### src/rtl/triangle_setup.sv
// Triangle setup: edge-function coefficients, signed area, culling and a
// screen-clamped bounding box, handed to the bbox iterator one triangle at a time.
module triangle_setup #(
   parameter int XLEN     = 15,
   parameter int SCREEN_W = 640,
   parameter int SCREEN_H = 480
) (
   input  logic                    i_clk,
   input  logic                    i_reset_n,
   input  logic                    i_valid,
   output logic                    o_ready,
   input  logic signed [XLEN:0]    i_x0,
   input  logic signed [XLEN:0]    i_y0,
   input  logic signed [XLEN:0]    i_x1,
   input  logic signed [XLEN:0]    i_y1,
   input  logic signed [XLEN:0]    i_x2,
   input  logic signed [XLEN:0]    i_y2,
   input  logic                    i_raster_done,
   output logic                    o_bb_write,
   output logic signed [XLEN:0]    o_bbx0,
   output logic signed [XLEN:0]    o_bbx1,
   output logic signed [XLEN:0]    o_bby0,
   output logic signed [XLEN:0]    o_bby1,
   output logic [3*(XLEN+2)-1:0]   o_a,
   output logic [3*(XLEN+2)-1:0]   o_b,
   output logic [3*(2*XLEN+3)-1:0] o_c,
   output logic                    o_culled
);
   localparam int VW = XLEN + 1;
   localparam int AW = XLEN + 2;
   localparam int CW = 2 * XLEN + 3;
   localparam int RW = 2 * XLEN + 5;
   localparam int PW = 2 * VW;
   localparam logic signed [VW-1:0] XMAX = VW'(SCREEN_W - 1);
   localparam logic signed [VW-1:0] YMAX = VW'(SCREEN_H - 1);

   typedef enum logic [2:0] {IDLE, E0, E1, E2, AREA, DECIDE, WAIT} state_t;
   state_t state, state_nxt;

   logic signed [VW-1:0] vx [3];
   logic signed [VW-1:0] vy [3];
   logic signed [AW-1:0] a_r [3];
   logic signed [AW-1:0] b_r [3];
   logic signed [CW-1:0] c_r [3];
   logic signed [RW-1:0] area;
   logic [1:0]           sel;
   logic signed [VW-1:0] xa, ya, xb, yb;
   logic signed [AW-1:0] a_new, b_new;
   logic signed [PW-1:0] p_ab, p_ba;
   logic signed [CW-1:0] c_new;
   logic signed [VW-1:0] min_x, max_x, min_y, max_y;
   logic                 transfer, cull;

   function automatic logic signed [VW-1:0] min3(input logic signed [VW-1:0] p, q, r);
      logic signed [VW-1:0] m;
      m = (p < q) ? p : q;
      return (r < m) ? r : m;
   endfunction

   function automatic logic signed [VW-1:0] max3(input logic signed [VW-1:0] p, q, r);
      logic signed [VW-1:0] m;
      m = (p > q) ? p : q;
      return (r > m) ? r : m;
   endfunction

   // The cull pulse cycle still counts as busy, so a culled triangle costs 7 cycles
   assign o_ready  = (state == IDLE) && !o_culled;
   assign transfer = i_valid && o_ready;
   assign cull     = (area == '0) || (o_bbx0 > o_bbx1) || (o_bby0 > o_bby1);

   // One shared multiplier pair walks the three edges in E0, E1, E2
   always_comb begin
      sel = 2'd0;
      xa  = vx[0];
      ya  = vy[0];
      xb  = vx[1];
      yb  = vy[1];
      case (state)
         E1: begin
            sel = 2'd1;
            xa  = vx[1];
            ya  = vy[1];
            xb  = vx[2];
            yb  = vy[2];
         end
         E2: begin
            sel = 2'd2;
            xa  = vx[2];
            ya  = vy[2];
            xb  = vx[0];
            yb  = vy[0];
         end
         default: ;
      endcase
      a_new = AW'(ya) - AW'(yb);
      b_new = AW'(xb) - AW'(xa);
      p_ab  = PW'(xa) * PW'(yb);
      p_ba  = PW'(xb) * PW'(ya);
      c_new = CW'(p_ab) - CW'(p_ba);
   end

   always_comb begin
      min_x = min3(vx[0], vx[1], vx[2]);
      max_x = max3(vx[0], vx[1], vx[2]);
      min_y = min3(vy[0], vy[1], vy[2]);
      max_y = max3(vy[0], vy[1], vy[2]);
      if (min_x < 0)    min_x = '0;
      if (max_x > XMAX) max_x = XMAX;
      if (min_y < 0)    min_y = '0;
      if (max_y > YMAX) max_y = YMAX;
   end

   always_ff @(posedge i_clk or negedge i_reset_n) begin
      if (!i_reset_n) state <= IDLE;
      else            state <= state_nxt;
   end

   always_comb begin
      state_nxt = state;
      case (state)
         IDLE:    if (transfer) state_nxt = E0;
         E0:      state_nxt = E1;
         E1:      state_nxt = E2;
         E2:      state_nxt = AREA;
         AREA:    state_nxt = DECIDE;
         DECIDE:  state_nxt = cull ? IDLE : WAIT;
         WAIT:    if (i_raster_done && !o_bb_write) state_nxt = IDLE;
         default: state_nxt = IDLE;
      endcase
   end

   always_ff @(posedge i_clk or negedge i_reset_n) begin
      if (!i_reset_n) begin
         for (int i = 0; i < 3; i++) begin
            vx[i]  <= '0;
            vy[i]  <= '0;
            a_r[i] <= '0;
            b_r[i] <= '0;
            c_r[i] <= '0;
         end
         area       <= '0;
         o_bbx0     <= '0;
         o_bbx1     <= '0;
         o_bby0     <= '0;
         o_bby1     <= '0;
         o_bb_write <= 1'b0;
         o_culled   <= 1'b0;
      end else begin
         o_bb_write <= 1'b0;
         o_culled   <= 1'b0;
         case (state)
            IDLE: if (transfer) begin
               vx[0] <= i_x0;
               vy[0] <= i_y0;
               vx[1] <= i_x1;
               vy[1] <= i_y1;
               vx[2] <= i_x2;
               vy[2] <= i_y2;
            end
            E0, E1, E2: begin
               for (int i = 0; i < 3; i++) begin
                  if (sel == 2'(i)) begin
                     a_r[i] <= a_new;
                     b_r[i] <= b_new;
                     c_r[i] <= c_new;
                  end
               end
               if (state == E0) begin
                  o_bbx0 <= min_x;
                  o_bbx1 <= max_x;
                  o_bby0 <= min_y;
                  o_bby1 <= max_y;
               end
            end
            AREA: area <= RW'(c_r[0]) + RW'(c_r[1]) + RW'(c_r[2]);
            // Clockwise triangles are flipped so inside is always edge >= 0
            DECIDE: begin
               if (cull) begin
                  o_culled <= 1'b1;
               end else begin
                  if (area < 0) begin
                     for (int i = 0; i < 3; i++) begin
                        a_r[i] <= -a_r[i];
                        b_r[i] <= -b_r[i];
                        c_r[i] <= -c_r[i];
                     end
                  end
                  o_bb_write <= 1'b1;
               end
            end
            default: ;
         endcase
      end
   end

   always_comb begin
      o_a = '0;
      o_b = '0;
      o_c = '0;
      for (int i = 0; i < 3; i++) begin
         o_a[i*AW +: AW] = a_r[i];
         o_b[i*AW +: AW] = b_r[i];
         o_c[i*CW +: CW] = c_r[i];
      end
   end
endmodule

### config.mk
export PLATFORM = sky130hd
export DESIGN_NAME = triangle_setup
export DESIGN_NICKNAME = d
export VERILOG_FILES = /design/src/rtl/triangle_setup.sv
export SDC_FILE = /design/constraint.sdc
export NUM_CORES = 2
export LEC_CHECK = 0
export CORE_ASPECT_RATIO = 1.4
export CORE_MARGIN = 2
export CORE_UTILIZATION = 34
export DETAILED_ROUTE_END_ITERATION = 10
export GPL_ROUTABILITY_DRIVEN = 0
export PLACE_DENSITY_LB_ADDON = 0.3
export SLEW_MARGIN = 10
export SYNTH_ARGS = -nofsm -noshare
export SYNTH_HDL_FRONTEND = slang
export SYNTH_SLANG_ARGS = --single-unit
### constraint.sdc
create_clock -name i_clk -period 16.5 [get_ports i_clk]
set_input_delay 3.3 -clock i_clk [delete_from_list [all_inputs] [get_ports i_clk]]
set_output_delay 3.3 -clock i_clk [all_outputs]
set_load 0.02 [all_outputs]
# ---- After elaboration in Yosys (flattened, before gate mapping)
# Cells that the tools add are included.
dict set report totals {
  regBits 401
  input_bits 100
  out_inout_bits 268
  word_cells 130
}
dict set report classes {
  add_sub_neg 14
  mul 2
  magnitude_cmp 15
  n_eq_ne 15
  mux 43
  n_reduce_logical 18
}
# cell n
set op_table {}
lappend op_table {{two-way mux 51 bit} 4}
lappend op_table {{one-hot mux 51 bit (2 select lines)} 2}
lappend op_table {{two-way mux 99 bit} 2}
lappend op_table {{one-hot mux 99 bit (2 select lines)} 1}
lappend op_table {{two-way mux 16 bit} 12}
lappend op_table {{one-hot mux 16 bit (2 select lines)} 4}
lappend op_table {{two-way mux 17 bit} 6}
lappend op_table {{negator 17 bit} 6}
lappend op_table {{two-way mux 33 bit} 3}
lappend op_table {{negator 33 bit} 3}
lappend op_table {{> comparator 16 bit} 6}
lappend op_table {{less-than comparator 16 bit} 4}
lappend op_table {{multiplier 16 x 16 -> 32 bit} 2}
lappend op_table {{adder 34 x 33 -> 35 bit} 1}
lappend op_table {{logical NOT 35 bit} 1}
lappend op_table {{less-than comparator 35 x 1 -> 1 bit, second input constant} 1}
lappend op_table {{adder 33 x 33 -> 34 bit} 1}
lappend op_table {{subtractor 16 x 16 -> 17 bit} 2}
lappend op_table {{subtractor 32 x 32 -> 33 bit} 1}
lappend op_table {{less-than comparator 16 x 1 -> 1 bit, second input constant} 2}
lappend op_table {{one-hot mux 3 bit (7 select lines)} 1}
lappend op_table {{> comparator 16 x 10 -> 1 bit, second input constant} 1}
lappend op_table {{> comparator 16 x 11 -> 1 bit, second input constant} 1}
lappend op_table {{inequality test 2 bit, second input constant} 7}
lappend op_table {{17 further kinds} 33}

# ---- Longest topological paths before layout
dict set report logic_depth {
  word_depth 6
  depth_mapped 37
  ltp_nobuf 32
}

# ---- Least setup slack after synthesis
# No wires, ideal clock.
dict set report synth_timing {
  path_type {register to register}
  startpoint {register state[0]}
  endpoint {register c_r (netlist bit o_c[90])}
  setup_time_ns 0.121
  arrival_time_ns 9.167
  t_required_ns 16.379
  slack_ns 7.212
  stages_incl_launch_ff 35
  path_buffers 5
  period_less_slack_ns 9.288
  path_cell_list {dfrtp_1 -> clkbuf_1 -> clkbuf_1 -> clkbuf_1 -> clkbuf_1 -> mux2i_1 -> nor2_1 -> a21oi_1 -> clkbuf_1 -> nor2_1 -> fa_1 -> fa_1 -> inv_1 -> fa_1 -> inv_1 -> ha_1 -> inv_1 -> fa_1 -> inv_1 -> fa_1 -> inv_1 -> fa_1 -> fa_1 -> inv_1 -> ha_1 -> o21ai_0 -> nand2b_1 -> a311o_1 -> a21o_1 -> a21oi_1 -> o21ai_0 -> a31oi_1 -> mux2i_1 -> o31ai_1 -> a22o_1}
}
dict set report synth_between {
  elab_chain_cells 6
  word_cells_on_any_way 21
  cone_classes {1 x add/sub; 2 x mul; 8 x eq/ne; 7 x mux; 3 x reduce/logical}
}
# element line
set synth_rtl {}
lappend synth_rtl {{from (decl)} 38} ;# state_t state, state_nxt;
lappend synth_rtl {{from (signal assigned)} 115} ;# else state <= state_nxt;
lappend synth_rtl {{== test 3 x 2 -> 1 bit} {78, 151}}
lappend synth_rtl {{one-hot mux 16 bit (2 select lines)} 78} ;# case (state)
lappend synth_rtl {{multiplier 16 x 16 -> 32 bit (on tied branches)} {97, 98}}
lappend synth_rtl {{subtractor 32 x 32 -> 33 bit} 99} ;# c_new = CW'(p_ab) - CW'(p_ba);
lappend synth_rtl {{two-way mux 33 bit} 162} ;# if (sel == 2'(i)) begin
lappend synth_rtl {{one-hot mux 99 bit (2 select lines)} 151} ;# case (state)
lappend synth_rtl {{to (signal, indexed assignment)} 165} ;# c_r[i] <= c_new;
lappend synth_rtl {{to (signal, indexed assignment)} 185} ;# c_r[i] <= -c_r[i];
lappend synth_rtl {{to (decl)} 44} ;# logic signed [CW-1:0] c_r [3];
# Parallel ways exist; a longest one is shown, timed or not. The select of a mux whose other input is x is not followed.
# A chain may end at the register's enable or synchronous reset.

# ---- Worst setup path after layout
dict set report layout_timing {
  startpoint {register state[2]}
  endpoint {register c_r (netlist bit o_c[27])}
}
# Same word-level chain as after synthesis.

==> metrics.csv <==
stage,metric,value,unit
yosys,synth_seq_cells,399,
floorplanning,num_io_pins,368,
timing,maxSlewHeadroom,19.8,%
detailed_routing,dr_wl_met2,88500,um
timing,max_freq,0.0926,GHz
setup_path,criticalPathCategory,flip-flop to flip-flop,
timing,fin_setup_tns,0,ps
final_layout,layout_cell_share_with_drive_strength_beyond_1,5.87,%
global_routing,grt_pass1_vias,43300,
setup_path,critical_path.endpoint_type,flip-flop,
yosys,yosys.area_share.simple,15.3,%
timing,rsz_0062_raised_after_global_routing,no,
detailed_routing,met3_wirelength,10800,um
detailed_routing,drt_drc_violations_left,0,
timing,timing_max_transition_violations_final,0,
detailed_routing,antenna_violating_nets_left,0,
flow_run,maxCapViolations,0,
clocking,clock_latency,640,ps
yosys,yosys.area.top_type_share,25.8,%
clocking,clk_root_buffer_cell,sky130_fd_sc_hd__clkbuf_16,
timing,finalHoldViolCount,0,
yosys,edff_count_synth,0,
clocking,post_cts.resized_instances,0,
floorplanning,floorplan.rows,163,
yosys,synth.avg_cell_area,8.80,um2
timing,slew_at_the_pin_closest_to_its_max_slew_limit,1200,ps
yosys,post_synth_mux_area_share,4.80,%
yosys,synth.largest_area_cell,sky130_fd_sc_hd__fa_1,
yosys,synth.yosys.seq_area_share,20.6,%
timing,setup_viol,0,
clocking,clk_pin_slew,70,ps
global_routing,grt_max_degree,191,
clocking,cts_hold_buffers,0,
clocking,cts_inserted_buffers,47,
final_layout,layout_commonest_cell,sky130_fd_sc_hd__inv_1,
placed_design,dp_hpwl,143000,um
yosys,synth.yosys.warnings,0,
yosys,main_combinational_cell_family_by_area_after_synthesis,adder cells,
detailed_routing,topRoutingLayerUsed,met5,
status,outcome,"complete, no violations",
final_layout,area_growth,15.4,%
yosys,synth_area_leaders,"sky130_fd_sc_hd__fa_1 26%, sky130_fd_sc_hd__dfrtp_1 21%, sky130_fd_sc_hd__ha_1 9.2%",
yosys,synth-compound-area-share,14.0,%
floorplanning,die_area,0.146,mm2
clocking,cts_tree,yes,
global_routing,grt_overflow_total,0,
detailed_routing,drt-total-wl,180000,um
setup_path,crit_fanout,115,
detailed_routing,post_drt_via_cell_ratio,5.48,
yosys,synth_cell_type_count,87,
yosys,synthFlopType,sky130_fd_sc_hd__dfrtp_1,
final_layout,final_nets,6837,
detailed_routing,post_drt_wl_per_cell,23.4,um
yosys,post_synth_inst_count,5505,
clocking,htree_num_levels,2,
yosys,yosys.area_share.xor_xnor,1.63,%
timing,clock_skew,51.5,ps
clocking,cts_setup_buffers,0,
detailed_routing,initialDrtViolationCount,3289,
detailed_routing,met1_length,65900,um
floorplanning,fp.dieH,451,um
detailed_routing,routed-via-count,42100,
setup_path,startpoint_type,flip-flop,
clocking,cts_sinks,399,
yosys,synth_adder_area_share,35.1,%
clocking,clock_tree.buffer_depth,3,
floorplanning,floorplan.die.width,323,um
min_path,worstHoldPathType,flip-flop to flip-flop,
floorplanning,placeableCoreArea,0.141,mm2
setup_path,timing.critical_path.arrival,11320,ps
placed_design,port_buffers,365,
yosys,synth-async-reset-ratio,100,%
timing,period_share,65.4,%
detailed_routing,initial_drt_pass_iterations,5,
setup_path,critical_path_required,17020,ps
final_layout,layout_common_cells,"850 x sky130_fd_sc_hd__inv_1, 625 x sky130_fd_sc_hd__fa_1, 540 x sky130_fd_sc_hd__nand2_1, 525 x sky130_fd_sc_hd__nor2_1, 398 x sky130_fd_sc_hd__dfrtp_1",
global_routing,antenna_found_initial,9,
global_routing,grt_use_total,24.6,%
timing,min_period,10800,ps
yosys,post_synth_instance_area,0.0485,mm2
global_routing,wire_length_of_the_first_global_routing_pass,270000,um
floorplanning,initial_core_util,34.3,%
==> metrics by stage <==
step / cells / hold slack (ps) / utilization, % / area, um2 / setup slack [ps]
2_1_floorplan: 5506 / 441 / - / 48500 / 7210
3_3_place_gp: 7602 / 455 / 38.5 / 54300 / 5920
3_5_place_dp: 7602 / 458 / 38.5 / 54300 / 5930
4_1_cts: 7688 / 472 / 39.6 / 55900 / 5850
5_1_grt: 7689 / 495 / 39.6 / 55900 / 5260
6_report: 7690 / 471 / 39.6 / 55900 / 5700
==> kinds of logic after synthesis <==
family / Yosys count
other: 1
and+or+nand+nor: 1638
muxes: 220
DFF: 399
buffers and inverters: 1096
xor gates and xnor gates: 90
AOI/OAI and AO/OA: 1077
adders and majority gates: 984
==> area by class of cell <==
class                      instances  area [um2]
antenna                            2        5.00
clock buffer                      61        1310
clock inverter                    25         320
fill                           14200       85200
inverter                         861        3230
multi-input combinational       4011       34500
sequential                       399        9990
tap                             1897        2370
timing repair buffer             434        4200
==> state kept, by name, summed over array words and instances, names as in the netlist <==
name        cells
o_bb_write      1
vy             48
o_b            51
o_c            99
o_bby1         16
o_a            51
o_culled        1
vx             48
o_bbx0         15
o_bby0         15
state           3
o_bbx1         16
area           35
==> routing by layer <==
layer | vias up | GRT usage (%)
li1 | 18700 | -
met1 | 21200 | 27.5
met2 | 1600 | 42.7
met3 | 556 | 3.84
met4 | 14 | 16.9
met5 | - | 0
==> synth_stat cells, types with 9 or more instances <==
| library cell | instances |
|---|---|
| sky130_fd_sc_hd__nand4_1 | 39 |
| sky130_fd_sc_hd__clkinv_1 | 11 |
| sky130_fd_sc_hd__dfrtp_1 | 399 |
| sky130_fd_sc_hd__o211ai_1 | 39 |
| sky130_fd_sc_hd__o31ai_1 | 53 |
| sky130_fd_sc_hd__a211oi_1 | 28 |
| sky130_fd_sc_hd__nor2b_1 | 35 |
| sky130_fd_sc_hd__nor4_1 | 53 |
| sky130_fd_sc_hd__buf_1 | 16 |
| sky130_fd_sc_hd__a2bb2oi_1 | 13 |
| sky130_fd_sc_hd__ha_1 | 358 |
| sky130_fd_sc_hd__mux2_2 | 100 |
| sky130_fd_sc_hd__or3_1 | 49 |
| sky130_fd_sc_hd__nand2b_1 | 51 |
| sky130_fd_sc_hd__a21oi_1 | 266 |
| sky130_fd_sc_hd__nand3_1 | 58 |
| sky130_fd_sc_hd__o41ai_1 | 9 |
| sky130_fd_sc_hd__or4_1 | 18 |
| sky130_fd_sc_hd__nor2_1 | 530 |
| sky130_fd_sc_hd__a22o_1 | 46 |
| sky130_fd_sc_hd__xnor2_1 | 61 |
| sky130_fd_sc_hd__o21ai_0 | 314 |
| sky130_fd_sc_hd__inv_1 | 850 |
| sky130_fd_sc_hd__and2_1 | 30 |
| sky130_fd_sc_hd__xor2_1 | 29 |
| sky130_fd_sc_hd__o221ai_1 | 33 |
| sky130_fd_sc_hd__o21ai_1 | 18 |
| sky130_fd_sc_hd__nand2_1 | 543 |
| sky130_fd_sc_hd__o31a_1 | 23 |
| sky130_fd_sc_hd__and3_1 | 17 |
| sky130_fd_sc_hd__clkbuf_1 | 212 |
| sky130_fd_sc_hd__o21a_1 | 41 |
| sky130_fd_sc_hd__or2_2 | 33 |
| sky130_fd_sc_hd__o22ai_1 | 21 |
| sky130_fd_sc_hd__a31oi_1 | 32 |
| sky130_fd_sc_hd__mux2i_1 | 120 |
| sky130_fd_sc_hd__fa_1 | 625 |
| sky130_fd_sc_hd__a21o_1 | 60 |
| sky130_fd_sc_hd__nor3_1 | 150 |
==> worst paths after layout <==
path / depth (start not counted) / start / endpoint / slack [ps]
max in group asynchronous: 4 / i_reset_n / o_b[24] / 10690
min reg2reg: 2 / area[27] / area[27] / 470
min: 2 / area[27] / area[27] / 470
min in group asynchronous: 1 / i_reset_n / o_bby1[6] / 2740
max: 27 / state[2] / o_c[27] / 5700
max reg2reg: 27 / state[2] / o_c[27] / 5700
==> critical path, cell delays in order (launching register included) <==
cell	delay, ps
sky130_fd_sc_hd__dfrtp_1	580
sky130_fd_sc_hd__nand2b_4	310
sky130_fd_sc_hd__buf_4	870
sky130_fd_sc_hd__nand2_1	110
sky130_fd_sc_hd__o21ai_1	590
sky130_fd_sc_hd__clkinv_1	900
sky130_fd_sc_hd__or2_2	550
sky130_fd_sc_hd__fa_1	520
sky130_fd_sc_hd__fa_1	440
sky130_fd_sc_hd__fa_1	530
sky130_fd_sc_hd__inv_1	70
sky130_fd_sc_hd__fa_1	520
sky130_fd_sc_hd__fa_1	460
sky130_fd_sc_hd__fa_1	540
sky130_fd_sc_hd__fa_1	550
sky130_fd_sc_hd__inv_1	50
sky130_fd_sc_hd__fa_1	530
sky130_fd_sc_hd__inv_1	40
sky130_fd_sc_hd__ha_1	370
sky130_fd_sc_hd__and3_1	240
sky130_fd_sc_hd__nand2_1	60
sky130_fd_sc_hd__a21oi_1	240
sky130_fd_sc_hd__o21ai_0	210
sky130_fd_sc_hd__a21o_1	310
sky130_fd_sc_hd__a211oi_1	280
sky130_fd_sc_hd__mux2i_1	440
sky130_fd_sc_hd__o21ai_0	150
sky130_fd_sc_hd__a21oi_1	160
Power is left out: the tool's default activity adds up to more than one toggle a clock period on the data nets, which glitch-free logic cannot reach.
